<file path="config.mk">
export PLATFORM = sky130hd
export DESIGN_NAME = muldiv_ctrl
export DESIGN_NICKNAME = d
export VERILOG_FILES = /design/src/rtl/codes.sv /design/src/rtl/muldiv_step.sv /design/src/rtl/muldiv_ctrl.sv
export SDC_FILE = /design/constraint.sdc
export NUM_CORES = 1
export LEC_CHECK = 0
export ABC_CLOCK_PERIOD_IN_PS = 5900
export CORE_ASPECT_RATIO = 1.2
export CORE_MARGIN = 3
export CORE_UTILIZATION = 55
export DETAILED_ROUTE_END_ITERATION = 8
export PLACE_DENSITY = 0.76
export RECOVER_POWER = 25
export SKIP_CTS_REPAIR_TIMING = 1
export SLEW_MARGIN = 10
export SYNTH_ARGS = -nofsm -noshare
export SYNTH_HDL_FRONTEND = slang
export SYNTH_SLANG_ARGS = --single-unit
</file>
<file path="constraint.sdc">
create_clock -name clk -period 5.9 [get_ports clk]
set_input_delay 1.18 -clock clk [delete_from_list [all_inputs] [get_ports clk]]
set_output_delay 1.18 -clock clk [all_outputs]
set_load 0.005 [all_outputs]
</file>
<file path="src/rtl/codes.sv">
// Shared decode codes and types for the execute stage.
// Function codes follow the MIPS SPECIAL funct field.
package codes;
    localparam int SIZE_W = 32;

    typedef logic [SIZE_W-1:0] size_t;
    typedef logic [5:0]        func_t;

    localparam func_t FUNC_MTHI  = 6'h11;
    localparam func_t FUNC_MTLO  = 6'h13;
    localparam func_t FUNC_MULT  = 6'h18;
    localparam func_t FUNC_MULTU = 6'h19;
    localparam func_t FUNC_DIV   = 6'h1A;
    localparam func_t FUNC_DIVU  = 6'h1B;

    typedef enum logic [1:0] {IDLE, MUL, DIV, FIXUP} muldiv_state_t;

    // The magnitude of 0x80000000 wraps to itself, which is exactly right
    // when the value is read back as unsigned.
    function automatic size_t abs_val(input size_t v);
        return v[SIZE_W-1] ? -v : v;
    endfunction
endpackage

</file>
<file path="src/rtl/muldiv_step.sv">
// One iteration of the shared shift/add datapath: a multiply step or a restoring-divide step.
// Purely combinational; the caller registers acc_next.
module muldiv_step #(
    parameter int W = 32
) (
    input  logic           div_mode,
    input  logic [2*W-1:0] acc,
    input  logic [W-1:0]   operand,
    output logic [2*W-1:0] acc_next
);
    logic [W:0]   sum;
    logic [W:0]   trial;
    logic [2*W:0] shl;

    always_comb begin
        sum      = {1'b0, acc[2*W-1:W]} + (acc[0] ? {1'b0, operand} : '0);
        shl      = {acc, 1'b0};
        trial    = shl[2*W:W] - {1'b0, operand};
        acc_next = shl[2*W-1:0];
        if (div_mode) begin
            // The remainder can carry into bit W before the trial subtract.
            // It is the borrow out of W+1 bits that decides the quotient bit.
            if (!trial[W])
                acc_next = {trial[W-1:0], shl[W-1:1], 1'b1};
        end else begin
            acc_next = {sum, acc[W-1:1]};
        end
    end
endmodule

</file>
<file path="src/rtl/muldiv_ctrl.sv">
// Iterative MULT/MULTU/DIV/DIVU sequencer that owns HI/LO. A multiply or divide commits 33 cycles after
// issue, and a divide by zero commits zeros after one cycle. busy_o stalls decode, and flush_i aborts without a commit.
module muldiv_ctrl import codes::*; #(
    parameter int WIDTH = SIZE_W
) (
    input  logic  clk,
    input  logic  rst_n,
    input  logic  start_i,
    input  func_t funct_i,
    input  size_t rs_i,
    input  size_t rt_i,
    input  logic  flush_i,
    output logic  busy_o,
    output logic  done_o,
    output size_t mfhi_o,
    output size_t mflo_o
);
    localparam int CW = $clog2(WIDTH);

    muldiv_state_t      state;
    logic [CW-1:0]      cnt;
    logic [2*WIDTH-1:0] acc;
    logic [2*WIDTH-1:0] step_acc;
    logic [WIDTH-1:0]   opnd;
    logic               is_div, neg, rneg, done;
    size_t              hi, lo;

    logic               is_signed, sgn_x, sgn_rs;
    size_t              rs_mag, rt_mag;
    logic [2*WIDTH-1:0] fix_prod;
    logic [WIDTH-1:0]   fix_quo, fix_rem;

    always_comb begin
        is_signed = (funct_i == FUNC_MULT) || (funct_i == FUNC_DIV);
        rs_mag    = is_signed ? abs_val(rs_i) : rs_i;
        rt_mag    = is_signed ? abs_val(rt_i) : rt_i;
        sgn_x     = is_signed & (rs_i[WIDTH-1] ^ rt_i[WIDTH-1]);
        sgn_rs    = is_signed & rs_i[WIDTH-1];
        fix_prod  = neg  ? -acc : acc;
        fix_quo   = neg  ? -acc[WIDTH-1:0]       : acc[WIDTH-1:0];
        fix_rem   = rneg ? -acc[2*WIDTH-1:WIDTH] : acc[2*WIDTH-1:WIDTH];
    end

    muldiv_step #(.W(WIDTH)) u_step (
        .div_mode (state == DIV),
        .acc      (acc),
        .operand  (opnd),
        .acc_next (step_acc)
    );

    // Multiply keeps the multiplier in the low half of acc; product bits shift in from the top as it drains.
    always_ff @(posedge clk or negedge rst_n) begin
        if (!rst_n) begin
            state  <= IDLE;
            cnt    <= '0;
            acc    <= '0;
            opnd   <= '0;
            is_div <= 1'b0;
            neg    <= 1'b0;
            rneg   <= 1'b0;
            done   <= 1'b0;
            hi     <= '0;
            lo     <= '0;
        end else begin
            done <= 1'b0;
            if (flush_i) begin
                state <= IDLE;
            end else begin
                case (state)
                    IDLE: if (start_i) begin
                        cnt <= '0;
                        case (funct_i)
                            FUNC_MULT, FUNC_MULTU: begin
                                acc    <= {{WIDTH{1'b0}}, rt_mag};
                                opnd   <= rs_mag;
                                neg    <= sgn_x;
                                rneg   <= 1'b0;
                                is_div <= 1'b0;
                                state  <= MUL;
                            end
                            FUNC_DIV, FUNC_DIVU: begin
                                is_div <= 1'b1;
                                opnd   <= rt_mag;
                                if (rt_i == '0) begin
                                    acc   <= '0;
                                    neg   <= 1'b0;
                                    rneg  <= 1'b0;
                                    state <= FIXUP;
                                end else begin
                                    acc   <= {{WIDTH{1'b0}}, rs_mag};
                                    neg   <= sgn_x;
                                    rneg  <= sgn_rs;
                                    state <= DIV;
                                end
                            end
                            FUNC_MTHI: hi <= rs_i;
                            FUNC_MTLO: lo <= rs_i;
                            default: ;
                        endcase
                    end
                    MUL, DIV: begin
                        acc <= step_acc;
                        cnt <= cnt + CW'(1);
                        if (cnt == CW'(WIDTH - 1))
                            state <= FIXUP;
                    end
                    FIXUP: begin
                        if (is_div) begin
                            hi <= fix_rem;
                            lo <= fix_quo;
                        end else begin
                            hi <= fix_prod[2*WIDTH-1:WIDTH];
                            lo <= fix_prod[WIDTH-1:0];
                        end
                        done  <= 1'b1;
                        state <= IDLE;
                    end
                    default: state <= IDLE;
                endcase
            end
        end
    end

    assign busy_o = (state != IDLE);
    assign done_o = done;
    assign mfhi_o = hi;
    assign mflo_o = lo;
endmodule

</file>
After elaboration in Yosys (flattened, before gate mapping):

Index checks and enable logic that the tools add are counted.

* register bits after elaboration: 171
* output and inout port bits: 66
* word-level logic and storage cells: 93

* add/subtract/negate cells: 8
* equality and inequality tests: 17
* muxes and demuxes: 38
* bitwise logic cells: 4
* reduce and logical (&&, ||, !) cells: 16

Operator list (number)
* 32-bit 2-to-1 mux: 14
* 64-bit 2-to-1 mux: 4
* 64-bit case mux with 2 select lines: 2
* 32-bit case mux with 2 select lines: 3
* 32-bit negator: 4
* 64-bit negator: 1
* 6-bit by 5-bit equality test with 1-bit output (second input constant): 6
* 32-bit by 33-bit adder with 33-bit output: 1
* 33-bit by 32-bit subtractor with 33-bit output: 1
* 32-bit zero test: 1
* 4-bit AND reduction: 4
* 5-bit case mux with 2 select lines: 1
* 2-bit nonzero test: 4
* 2-bit 2-to-1 mux: 3
* 3-bit inequality test (second input constant): 2
* 1-bit case mux with 2 select lines: 3
* 2-bit case mux with 3 select lines: 1
* 3-bit AND reduction: 2
* 2-bit OR reduction: 3
* 5-bit by 1-bit adder with 5-bit output (second input constant): 1
* 5-bit equality test (second input constant): 1
* 1-bit 2-to-1 mux: 5
* 5-bit 2-to-1 mux: 1
* 2-bit equality test (second input constant): 2
* 11 further kinds: 13

Longest topological paths before layout:

* depth in word-level cells: 7
* depth in mapped cells: 14
* mapped depth without buffers: 13

Cells and area by module:

From an unflattened synthesis, not the netlist that was laid out.

* cell total of the unflattened synthesis: 2004
* area, all modules: 15947.8 um2

By module, submodules not included
* muldiv_ctrl: times used 1, cells an instance 1340, area an instance 11367.2 um2
* muldiv_step: times used 1, cells an instance 664, area an instance 4580.6 um2

Worst setup path before layout:

OpenSTA, ideal clock, no wires.

* kind: input to register
* start point: input rt_i[2]
* end point: register acc[10]
* setup time: 0.126 ns
* data arrival time: 3.501 ns
* path slack: 2.273 ns
* stages: 9
* path buffers: 2
* path through: or4_1 > nor3_1 > and4_1 > clkbuf_1 > nand3_1 > nor3b_2 > buf_2 > o22ai_1 > a221o_1

* cells in the longest elaborated chain, start to end: 6
* elaborated cells between the ends (all ways): 8
* those cells by class: add/sub: 1; mux: 6; reduce/logical: 1

Ends and longest elaborated chain
* start: declaration: RTL line muldiv_ctrl.sv:11 `input size_t rt_i,`
* 32-bit negator: RTL line codes.sv:21 `return v[SIZE_W-1] ? -v : v;`
* 32-bit 2-to-1 mux: RTL line codes.sv:21
* 32-bit 2-to-1 mux: RTL line muldiv_ctrl.sv:36 `rt_mag = is_signed ? abs_val(rt_i) : rt_i;`
* 64-bit case mux with 2 select lines (*): RTL line muldiv_ctrl.sv:72 `case (funct_i)`
* 64-bit 2-to-1 mux (*): RTL line muldiv_ctrl.sv:70 `IDLE: if (start_i) begin`
* 64-bit case mux with 2 select lines (*): RTL line muldiv_ctrl.sv:69 `case (state)`
* end signal: assignment: RTL line muldiv_ctrl.sv:74 `acc <= {{WIDTH{1'b0}}, rt_mag};`
* end signal: assignment: RTL line muldiv_ctrl.sv:90 `acc <= {{WIDTH{1'b0}}, rs_mag};`
* end signal: assignment: RTL line muldiv_ctrl.sv:102 `acc <= step_acc;`
* end: declaration: RTL line muldiv_ctrl.sv:22 `logic [2*WIDTH-1:0] acc;`

Mark *: on every way between the ends. The rest lies on a longest branch, timed or not. The select of a mux whose other input is x is not followed.
A chain may end at the register's enable or synchronous reset.

Final worst setup path:

* start point: input rt_i[2]
* end point: register acc[31]

The elaborated chain is that of the path after synthesis.

==> flow_summary.json <==
{
  "status": "complete, but fails checks",
  "violations": "max-capacitance violations, max-slew violations",
  "peakVddDrop_mv": 0.259,
  "holdWs_ns": 0.476,
  "avgSynthCellArea_um2": 7.70,
  "drive_gt1_share_pct": 4.27,
  "numCtsBuffers": 17,
  "clock_sinks": 171,
  "critPathMaxFanout": 10,
  "grt_overflow_total": 0,
  "drv_cap": 1,
  "hold_viol_final": 0,
  "nets": 2198,
  "drv_slew": 61,
  "fin_tns_setup_ns": 0,
  "tritoncts": "done",
  "ys.flop_type": "dfrtp_1",
  "ys_async_sr_fraction_pct": 100,
  "path_delay_family": "simple AND/OR/NAND/NOR gates",
  "dieHeight_um": 189,
  "fillers": 2442,
  "post-route-cell-area_um2": 17500,
  "grt_max_degree": 112,
  "viasPerCell": 6.58,
  "grt_setup_unrepaired": "false",
  "synth-edff-count": 0,
  "startpoint_type": "input pin",
  "hold_path.class": "reg -> reg",
  "max_freq_ghz": 0.223,
  "synth_seq_cells": 171,
  "place_area_um2": 16900,
  "worstPathArrival_ns": 4.81,
  "grt_util_all_layers_pct": 37.2,
  "syn_to_final_growth_pct": 14.2,
  "crit_buf_inv": 1,
  "final_antenna_net_count": 0,
  "initial_core_util_pct": 56.3,
  "cts_buffer_depth": 2,
  "worst_path_max_delay_cell": "nor3b_2",
  "ys_seq_area_share_pct": 27.9,
  "first_iter_violations": 1541,
  "critical-path-max-stage-delay_ns": 0.66,
  "ys_warn_count": 0,
  "synth_nets": 2141,
  "io_pins": 140,
  "dp_hpwl_um": 42300,
  "drc": 0,
  "p_leak_nw": 7.67,
  "clk_pin_slew_ns": 0.07,
  "insertedDiodeCount": 0,
  "insertion_delay_ns": 0.46,
  "syn_inst": 1992,
  "chipWidth_um": 158,
  "cts.htree.levels": 4,
  "fin_crit_ns": 4.48,
  "drt_pass1_iterations": 6,
  "crit_type": "in -> reg",
  "yosys.cell_types.count": 74,
  "grt_pass1_vias": 15400,
  "wl_um": 55700,
  "core_area_um2": 27300,
  "netlist_area_um2": 15300,
  "max_slew_margin_pct": -147,
  "tightestPinTransition_ns": 3.70,
  "power.density_nw_per_um2": 491,
  "crit_chain": "clkdlybuf4s50_1 > or4_1 > nor3_1 > and4_1 > nand3_1 > nor3b_2 > nor2_1 > a211oi_1 > o21ai_1",
  "finalSetupViolCount": 0,
  "gp_congestion": 0.991,
  "port_buffers": 139,
  "cp-end-kind": "flop",
  "fin_skew_ns": 0.0108,
  "root_buffer": "clkbuf_16",
  "crit_required_ns": 6.23,
  "wl_per_cell_um": 23.2,
  "vias": 15800,
  "rows": 66,
  "post-route-period-util_pct": 75.9,
  "antenna_found_initial": 1,
  "die_area_um2": 29900,
  "grt_first_pass_wirelength_um": 86000
}
==> worst paths after layout <==
kind,from,to,slack (ns),cells past startpoint
worst max register to register,acc[0],acc[60],1.49,12
worst max-delay path,rt_i[2],acc[31],1.42,9
worst min-delay path,mfhi_o[23],mfhi_o[23],0.48,1
worst min register to register,mfhi_o[23],mfhi_o[23],0.48,1
min in group asynchronous,rst_n,mfhi_o[24],1.99,1
max in group asynchronous,rst_n,opnd[6],1.80,1
==> metal layers <==
| metal | global-route usage, % | share of wire (%) |
|---|---|---|
| met1 | 46.2 | 39 |
| met2 | 61.1 | 48 |
| met3 | 4.55 | 6.6 |
| met4 | 22.8 | 7.1 |
| met5 | 0 | 0.016 |
==> sequential cells by signal (all words and copies together) (netlist names) <==
signal and cells:
rneg 1, mflo_o 32, acc 64, cnt 5, neg 1, state 2
opnd 32, is_div 1, done_o 1, mfhi_o 32
==> worst register-to-register path, cell delays in order (launching register included) <==
cell and delay (ns):
dfrtp_1 0.47, inv_1 0.58, nor2_1 0.16, ha_1 0.39, and3_1 0.21, and3_1 0.17
a211oi_1 0.55, a211oi_1 0.22, o31ai_1 0.82, nor4_1 0.15, or3_1 0.35, a21oi_1 0.16
o31ai_1 0.08
==> metrics by stage <==
stage          utilization, %  setup slack [ns]  instances  power, mW
2_1_floorplan               -              2.27       1992       5.50
3_3_place_gp             62.0              1.13       2370       7.14
3_5_place_dp             62.0              1.10       2370       7.22
4_1_cts                  64.3              1.56       2402       8.50
5_1_grt                  64.3              1.20       2402       9.21
6_report                 64.3              1.42       2402       8.60
==> layout make-up <==
type,count,area [µm²],share of cell area [%]
clock buffer,17,425,2.43
clock inverter,15,200,1.14
inverter,77,289,1.65
multi-input combinational,1623,10400,59.1
sequential,171,4280,24.4
tap,340,425,2.43
timing repair buffer,159,1550,8.84
==> cell usage in the layout (no fill, tap or decap), types with 28 or more instances in the layout <==
cell type / Yosys / layout
dfrtp_1: 171 / 171
xnor2_1: 92 / 91
nor3_1: 40 / 40
clkdlybuf4s50_1: 0 / 138
a211oi_1: 44 / 44
nor2_1: 180 / 179
o21ai_0: 196 / 196
nand2_1: 207 / 206
nand3_1: 31 / 31
inv_1: 77 / 77
a21o_1: 65 / 64
a21oi_1: 214 / 214
xor2_1: 74 / 74
mux2i_1: 67 / 67
ha_1: 73 / 71
a22oi_1: 28 / 28
==> where the power goes <==
part / total (mW) / internal, mW / switching, mW
combinational: 5.00 / 2.17 / 2.83
sequential: 2.34 / 1.64 / 0.706
clock: 1.26 / 0.685 / 0.575
==> synthesized netlist by cell type (all sizes together), types with 10 or more instances <==
| cell | number | area, µm² |
|---|---|---|
| a211oi | 44 | 330 |
| a21o | 65 | 488 |
| a21oi | 214 | 1070 |
| a22oi | 29 | 223 |
| a31oi | 18 | 113 |
| and2 | 15 | 93.8 |
| and3 | 13 | 81.3 |
| buf | 12 | 47.6 |
| clkbuf | 109 | 409 |
| dfrtp | 171 | 4280 |
| ha | 73 | 913 |
| inv | 77 | 289 |
| mux2i | 67 | 671 |
| nand2 | 207 | 777 |
| nand2b | 17 | 106 |
| nand3 | 31 | 155 |
| nand4 | 13 | 81.3 |
| nor2 | 180 | 676 |
| nor2b | 13 | 81.3 |
| nor3 | 40 | 200 |
| nor4 | 20 | 125 |
| o211ai | 16 | 120 |
| o21ai | 199 | 996 |
| o221ai | 16 | 140 |
| o31ai | 28 | 229 |
| or3 | 16 | 105 |
| or4 | 10 | 82.6 |
| xnor2 | 92 | 806 |
| xor2 | 74 | 648 |
==> cells by family after synthesis <==
group	after synthesis	share of synthesized area [%]
adder cells (fa/ha/maj)	75	6.22
AND/OR/NAND/NOR	611	18.6
multiplexers	75	4.96
AO/OA/AOI/OAI	696	28.0
XOR/XNOR	166	9.48
flip-flops	171	27.9
buffers and inverters	198	4.86
No activity file was read; power rests on OpenSTA's default activity.
